`config.mk`:
```
export PLATFORM = sky130hd
export DESIGN_NAME = contador_garrafas
export DESIGN_NICKNAME = d
export VERILOG_FILES = /design/src/rtl/contador_garrafas.sv
export SDC_FILE = /design/constraint.sdc
export NUM_CORES = 1
export LEC_CHECK = 0
export BUFFER_PORTS_ARGS = -buffer_cell sky130_fd_sc_hd__buf_2
export CAP_MARGIN = 5
export CORE_MARGIN = 3
export CORE_UTILIZATION = 40
export DETAILED_ROUTE_END_ITERATION = 8
export GPL_ROUTABILITY_DRIVEN = 0
export PLACE_DENSITY = 0.58
export SYNTH_ARGS = -nofsm -noshare
export SYNTH_HDL_FRONTEND = slang
export SYNTH_SLANG_ARGS = --single-unit
```
`constraint.sdc`:
```
create_clock -name clk -period 1.9 [get_ports clk]
set_input_delay 0.19 -clock clk [delete_from_list [all_inputs] [get_ports clk]]
set_output_delay 0.19 -clock clk [all_outputs]
set_load 0.05 [all_outputs]
```
`src/rtl/contador_garrafas.sv`:
```
// Bottle counter front end: sensor synchroniser, debounce FSM,
// modulo-dozen bottle counter with a one-cycle dozen pulse.
module contador_garrafas #(
  parameter int unsigned DEBOUNCE_CYCLES    = 4,
  parameter int unsigned GARRAFAS_POR_DUZIA = 12
) (
  input  logic       clk,
  input  logic       reset,
  input  logic       enable,
  input  logic       sensor,
  input  logic       clear,
  output logic [3:0] garrafas,
  output logic       presente,
  output logic       duzia_pulse
);

  typedef enum logic [1:0] {
    AUSENTE,
    CONFIRMA_SUBIDA,
    PRESENTE,
    CONFIRMA_DESCIDA
  } estado_t;

  localparam logic [3:0] DEB_LAST  = 4'(DEBOUNCE_CYCLES - 1);
  localparam logic [3:0] GARR_LAST = 4'(GARRAFAS_POR_DUZIA - 1);
  localparam bit         DEB_UM    = (DEBOUNCE_CYCLES == 1);

  logic [1:0] sync_q;
  logic       s_sync;
  estado_t    estado_q, estado_d;
  logic [3:0] deb_q, deb_d;
  logic [3:0] garr_q, garr_d;
  logic       pulse_q, pulse_d;
  logic       conta;

  assign s_sync = sync_q[1];

  // Two-flop synchroniser for the asynchronous sensor
  always_ff @(posedge clk or negedge reset) begin
    if (!reset) sync_q <= 2'b00;
    else        sync_q <= {sync_q[0], sensor};
  end

  // Debounce FSM and bottle counter registers
  always_ff @(posedge clk or negedge reset) begin
    if (!reset) begin
      estado_q <= AUSENTE;
      deb_q    <= 4'd0;
      garr_q   <= 4'd0;
      pulse_q  <= 1'b0;
    end else begin
      estado_q <= estado_d;
      deb_q    <= deb_d;
      garr_q   <= garr_d;
      pulse_q  <= pulse_d;
    end
  end

  // Next state of the filter; conta marks accepted rising edges
  always_comb begin
    estado_d = estado_q;
    deb_d    = deb_q;
    conta    = 1'b0;
    unique case (estado_q)
      AUSENTE: begin
        if (s_sync) begin
          if (DEB_UM) begin
            estado_d = PRESENTE;
            deb_d    = 4'd0;
            conta    = 1'b1;
          end else begin
            estado_d = CONFIRMA_SUBIDA;
            deb_d    = 4'd1;
          end
        end
      end
      CONFIRMA_SUBIDA: begin
        if (!s_sync) begin
          estado_d = AUSENTE;
          deb_d    = 4'd0;
        end else if (deb_q == DEB_LAST) begin
          estado_d = PRESENTE;
          deb_d    = 4'd0;
          conta    = 1'b1;
        end else begin
          deb_d = deb_q + 4'd1;
        end
      end
      PRESENTE: begin
        if (!s_sync) begin
          if (DEB_UM) begin
            estado_d = AUSENTE;
            deb_d    = 4'd0;
          end else begin
            estado_d = CONFIRMA_DESCIDA;
            deb_d    = 4'd1;
          end
        end
      end
      CONFIRMA_DESCIDA: begin
        if (s_sync) begin
          estado_d = PRESENTE;
          deb_d    = 4'd0;
        end else if (deb_q == DEB_LAST) begin
          estado_d = AUSENTE;
          deb_d    = 4'd0;
        end else begin
          deb_d = deb_q + 4'd1;
        end
      end
      default: begin
        estado_d = AUSENTE;
        deb_d    = 4'd0;
      end
    endcase
  end

  // Partial count: clear beats count, disabled bottles are dropped
  always_comb begin
    garr_d  = garr_q;
    pulse_d = 1'b0;
    if (clear) begin
      garr_d = 4'd0;
    end else if (conta && enable) begin
      if (garr_q == GARR_LAST) begin
        garr_d  = 4'd0;
        pulse_d = 1'b1;
      end else begin
        garr_d = garr_q + 4'd1;
      end
    end
  end

  assign garrafas    = garr_q;
  assign duzia_pulse = pulse_q;
  assign presente    = (estado_q == PRESENTE) ||
                       (estado_q == CONFIRMA_DESCIDA);

endmodule

```
# Word level (Yosys, flattened, before mapping)
# Index checks and enable logic that the tools add are counted.
[classes]
add_sub_neg = 2
multipliers = 0
n_bitwise = 0
n_mux = 22
n_reduce_logical = 6
shifts = 0
magnitude_cmp = 0
n_eq_ne = 9
div_mod_pow = 0
[op_table]
columns = ["operator", "count"]
rows = [
  ["2-to-1 mux 4 bit", 8],
  ["one-hot mux 4 bit (4 select lines)", 1],
  ["2-to-1 mux 2 bit", 6],
  ["adder 4 x 1 -> 4 bit, second input constant", 2],
  ["one-hot mux 2 bit (4 select lines)", 1],
  ["2-to-1 mux 1 bit", 6],
  ["inequality test 3 bit, second input constant", 2],
  ["equality test 2 bit, second input constant", 2],
  ["equality test 4 x 2 -> 1 bit, second input constant", 1],
  ["equality test 4 bit, second input constant", 1],
  ["inequality test 2 bit, second input constant", 2],
  ["AND reduction 4 bit", 1],
  ["equality test 2 x 1 -> 1 bit, second input constant", 1],
  ["logical NOT 2 bit", 1],
  ["AND reduction 2 bit", 1],
  ["nonzero test 2 bit", 1],
  ["logical AND 1 bit", 1],
  ["logical OR 1 bit", 1],
]
[word_totals]
output_inout_bits = 6
latchBits = 0
mem_count = 0
rom_bits = 0
word_cells = 44
reg_bits = 13
input_bits = 5
ram_bits = 0

# Longest topological paths before layout
[depth]
ltp_word = 7
ltp_mapped = 4
mapped_depth_nobuf = 4

# Worst setup path after synthesis
# OpenSTA, ideal clock, no wires.
[synth_timing]
path_type = "flip-flop to flip-flop"
startpoint = "register garr_q[0], in the netlist garrafas[0]"
endpoint = "register garr_q[2], in the netlist garrafas[2]"
t_arrival_ns = 1.275
slack_ns = 0.498
stages_incl_launch_ff = 4
synth_period_minus_slack_ns = 1.402
setup_time_ns = 0.127
path_cell_list = "dfrtp_1 > ha_1 > nand3_2 > mux2_1"
[synth_via]
elab_chain_len = 4
[synth_rtl]
columns = ["item", "line", "text"]
rows = [
  ["start, declared", "32", "logic [3:0] garr_q, garr_d;"],
  ["start signal, assigned", "54", "garr_q <= garr_d;"],
  ["adder 4 x 1 -> 4 bit or equality test 4 bit (tied branches)", "129, 125", ""],
  ["2-to-1 mux 4 bit (*)", "125", "if (garr_q == GARR_LAST) begin"],
  ["2-to-1 mux 4 bit (*)", "124", "end else if (conta && enable) begin"],
  ["2-to-1 mux 4 bit (*)", "122", "if (clear) begin"],
]
# Mark *: on every way between the ends. The rest lies on a longest branch, timed or not. The select of a mux whose other input is x is not followed.
# A chain may end at the register's enable or synchronous reset.

# Final worst setup path
[layout_timing]
startpoint = "register deb_q[0]"
endpoint = "register garr_q[2], in the netlist garrafas[2]"
[layout_via]
elab_chain_len = 6
[layout_rtl]
columns = ["item", "line", "text"]
rows = [
  ["start, declared", "31", "logic [3:0] deb_q, deb_d;"],
  ["start signal, assigned", "48", "deb_q <= 4'd0;"],
  ["start signal, assigned", "53", "deb_q <= deb_d;"],
  ["equality test 4 x 2 -> 1 bit", "81", "end else if (deb_q == DEB_LAST) begin"],
  ["2-to-1 mux 1 bit", "81", ""],
  ["2-to-1 mux 1 bit", "78", "if (!s_sync) begin"],
  ["2-to-1 mux 1 bit", "64", "unique case (estado_q)"],
  ["logical AND 1 bit", "124", ""],
  ["nonzero test 2 bit (no line)", "-", ""],
]
# No other way between the ends.

==> out/qor.csv <==
stage;metric;value;unit
grt;grt.overflow.total;0;
timing;fmax;675.1;MHz
setup_path;crit_chain;ha_1 -> and4bb_2 -> nand3_2 -> mux2_1;
yosys;postSynthCellCount;60;
layout;finalNonFillerCells;90;
hold_path;hold_path.class;in -> reg;
setup_path;cp_slowest_stage_delay;0.42;ns
clock_network;cts_tree;done;
route;ant_nets;0;
clock_network;cts_buffers;3;
route;drtIter0Drc;10;
route;firstDrtPassIters;4;
timing;finalCritPeriodShare;77.96;%
setup_path;cp-start-kind;flop;
layout;ff_latch_area;325.3;um2
floorplanning;rows;13;
place;dp_worst_setup_slack;0.4452;ns
outcome;status;complete, no violations;
layout;area_growth;17.03;%
yosys;ys_warn_count;0;
timing;maxSlewHeadroom;77.93;%
setup_path;critPathMaxFanout;5;
power;p_leak;0.3483;nW
yosys;synth_area_leaders;dfrtp_1 51%, nand3_1 4.7%, ha_1 3.9%, nand2_1 2.9%, nand4b_1 2.7%;
power;irDropWorstVdd;0.8812;mV
yosys;synthFlopType;dfrtp_1;
clock_network;htreeDepth;1;
route;drt-total-wl;1239;um
place;dp_cells;85;
layout;antenna_cells;0;
layout;drive_above_1_share;22.67;%
floorplanning;ios;11;
timing;final-setup-viol-count;0;
yosys;synth_common_cells;13 x dfrtp_1, 6 x nand3_1, 5 x nand2_1;
timing;rsz0062_at_grt;no;
layout;n_fill_cell;130;
floorplanning;dieHeight;45.98;um
timing;fin_ws;0.4188;ns
yosys;yosysTopAreaCellShare;50.88;%
job;maxCapViolCount;0;
place;io_buffers;10;
clock_network;clk_pin_slew_worst_paths;0.08;ns
grt;grt_max_degree;14;
grt;grt_pass1_wl;2021;um
power;power_switching;0.0002876;W
yosys;synth_most_common_cell;dfrtp_1;
yosys;synth_fp_nets;67;
power;p_comb_share;29.1;%
power;internal_power;0.0004835;W
floorplanning;fp.dieArea;2114;um2
power;powerDensity;1031;nW/um2
grt;antenna_found_initial;0;
setup_path;critical_path_buf_inv_count;0;
route;vias_per_cell;5.744;
yosys;synth_area;639.4;um2
clock_network;clockBufferDepth;2;
route;dr_total_vias;517;
setup_path;setup.worst_path.end_class;flop;
clock_network;clock-sinks;13;
setup_path;path_delay_family;flip-flops;
grt;first_global_vias;442;
clock_network;clk-insertion-delay-late;0.28;ns
layout;final_area;748.2;um2
place;place_hpwl;853.2;um
clock_network;cts-root-buf;clkbuf_4;
timing;worst_pin_slew;0.3300;ns
route;wl_per_cell;13.77;um
power;p_seq_share;48.4;%
floorplanning;start_util;45.71;%
setup_path;r2r_slack;0.42;ns
route;drc;0;
layout;multi_input_area;302.8;um2
power;swShare;37.30;%
place;placed_cell_area;711.9;um2
timing;slew_viol_final;0;
yosys;yosys.area.top_type;dfrtp_1;
setup_path;critical_path_arrival;1.64;ns
timing;hold_viol_final;0;
power;clkPwrFrac;22.5;%
timing;fin_skew;0.002444;ns
yosys;ys_ff_latch;13;
setup_path;critical_path_class;reg -> reg;
grt;track_usage;14.52;%
yosys;syn_avg_cell_area;10.66;um2
floorplanning;core-area;1399;um2
floorplanning;die_w;45.98;um
yosys;yosysSeqAreaShare;50.88;%
layout;nNetsFinal;83;
setup_path;worstPathRequired;2.06;ns
yosys;synthArstFlopShare;100.0;%
yosys;synth_edf_count;0;
timing;fin_crit;1.481;ns
setup_path;crit_slowest_cell;dfrtp_1;
yosys;yosysUniqueCellTypes;29;
timing;setup_tns;0;ns
==> layer usage <==
layer / track usage (%) / wire [um] / up-vias
li1: - / - / 252
met5: 0 / 0 / -
met4: 11.93 / 34 / 0
met3: 3.557 / 55 / 4
met2: 17.86 / 523 / 11
met1: 20.63 / 625 / 250
==> cell usage in the layout (no fill, tap or decap), types with 2 or more instances in the layout <==
cell	Yosys	layout
a211oi_1	2	2
a21oi_1	2	2
buf_2	0	10
clkbuf_4	0	3
dfrtp_1	13	13
ha_1	2	2
inv_1	2	2
nand2_1	5	5
nand2b_1	2	2
nand3_1	6	6
nand3b_1	2	2
nand4b_1	2	2
o21ai_0	3	3
or3_1	2	2
==> flip-flops by register name, summed over array words and instances, names as in the netlist, named ones only <==
register,count
garrafas,4
estado_q,1
deb_q,4
sync_q,2
duzia_pulse,1
==> path summary, 6_finish.rpt <==
path / start / to / cells after the start
hold reg to reg: sync_q[0] / sync_q[1] / 0
setup / recovery: deb_q[0] / garrafas[2] / 4
hold / removal: sensor / sync_q[0] / 1
setup reg to reg: deb_q[0] / garrafas[2] / 4
min in group asynchronous: reset / deb_q[3] / 2
max in group asynchronous: reset / async pin / 2
==> per-stage QoR <==
stage,util (%),total power [W],hold slack [ns]
after floorplan,-,0.0005248,-0.1056
after global routing,53.49,0.0008181,0.005816
after detailed placement,50.89,0.0005923,0.09603
after global placement,50.89,0.0005911,0.09404
final,53.49,0.0007711,0.01204
after CTS,53.49,0.0007723,0.009464
==> power groups by stage <==
stage / registers [W] / clock network (W) / logic (W)
2_1_floorplan: 0.000365 / 0 / 0.000160
5_1_grt: 0.000383 / 0.000189 / 0.000247
3_5_place_dp: 0.000376 / 0 / 0.000217
6_report: 0.000373 / 0.000173 / 0.000225
4_1_cts: 0.000372 / 0.000174 / 0.000226
3_3_place_gp: 0.000375 / 0 / 0.000216
==> layout make-up <==
| type | count | share of cell area (%) |
|---|---|---|
| repair buffers | 12 | 9.030 |
| clock buffers | 4 | 3.512 |
| flip-flops and latches | 13 | 43.48 |
| well taps | 15 | 2.508 |
| multi-input cells | 44 | 40.47 |
| inverters | 2 | 1.003 |
==> kinds of logic after synthesis <==
| group | count (synthesis) | share of synthesized area [%] |
|---|---|---|
| DFF | 13 | 50.88 |
| xor gates and xnor gates | 2 | 2.740 |
| AOI/OAI and AO/OA | 10 | 10.18 |
| adders and majority gates | 2 | 3.913 |
| and+or+nand+nor | 29 | 28.77 |
| buffers and inverters | 3 | 1.761 |
| muxes | 1 | 1.761 |
==> what timing repair did <==
item	4_1_cts	5_1_grt
hold buffers	1	0
gates resized for setup	0	0
setup buffers	0	0
endpoints found under the hold margin	13	0
No activity file was read; power rests on OpenSTA's default activity.
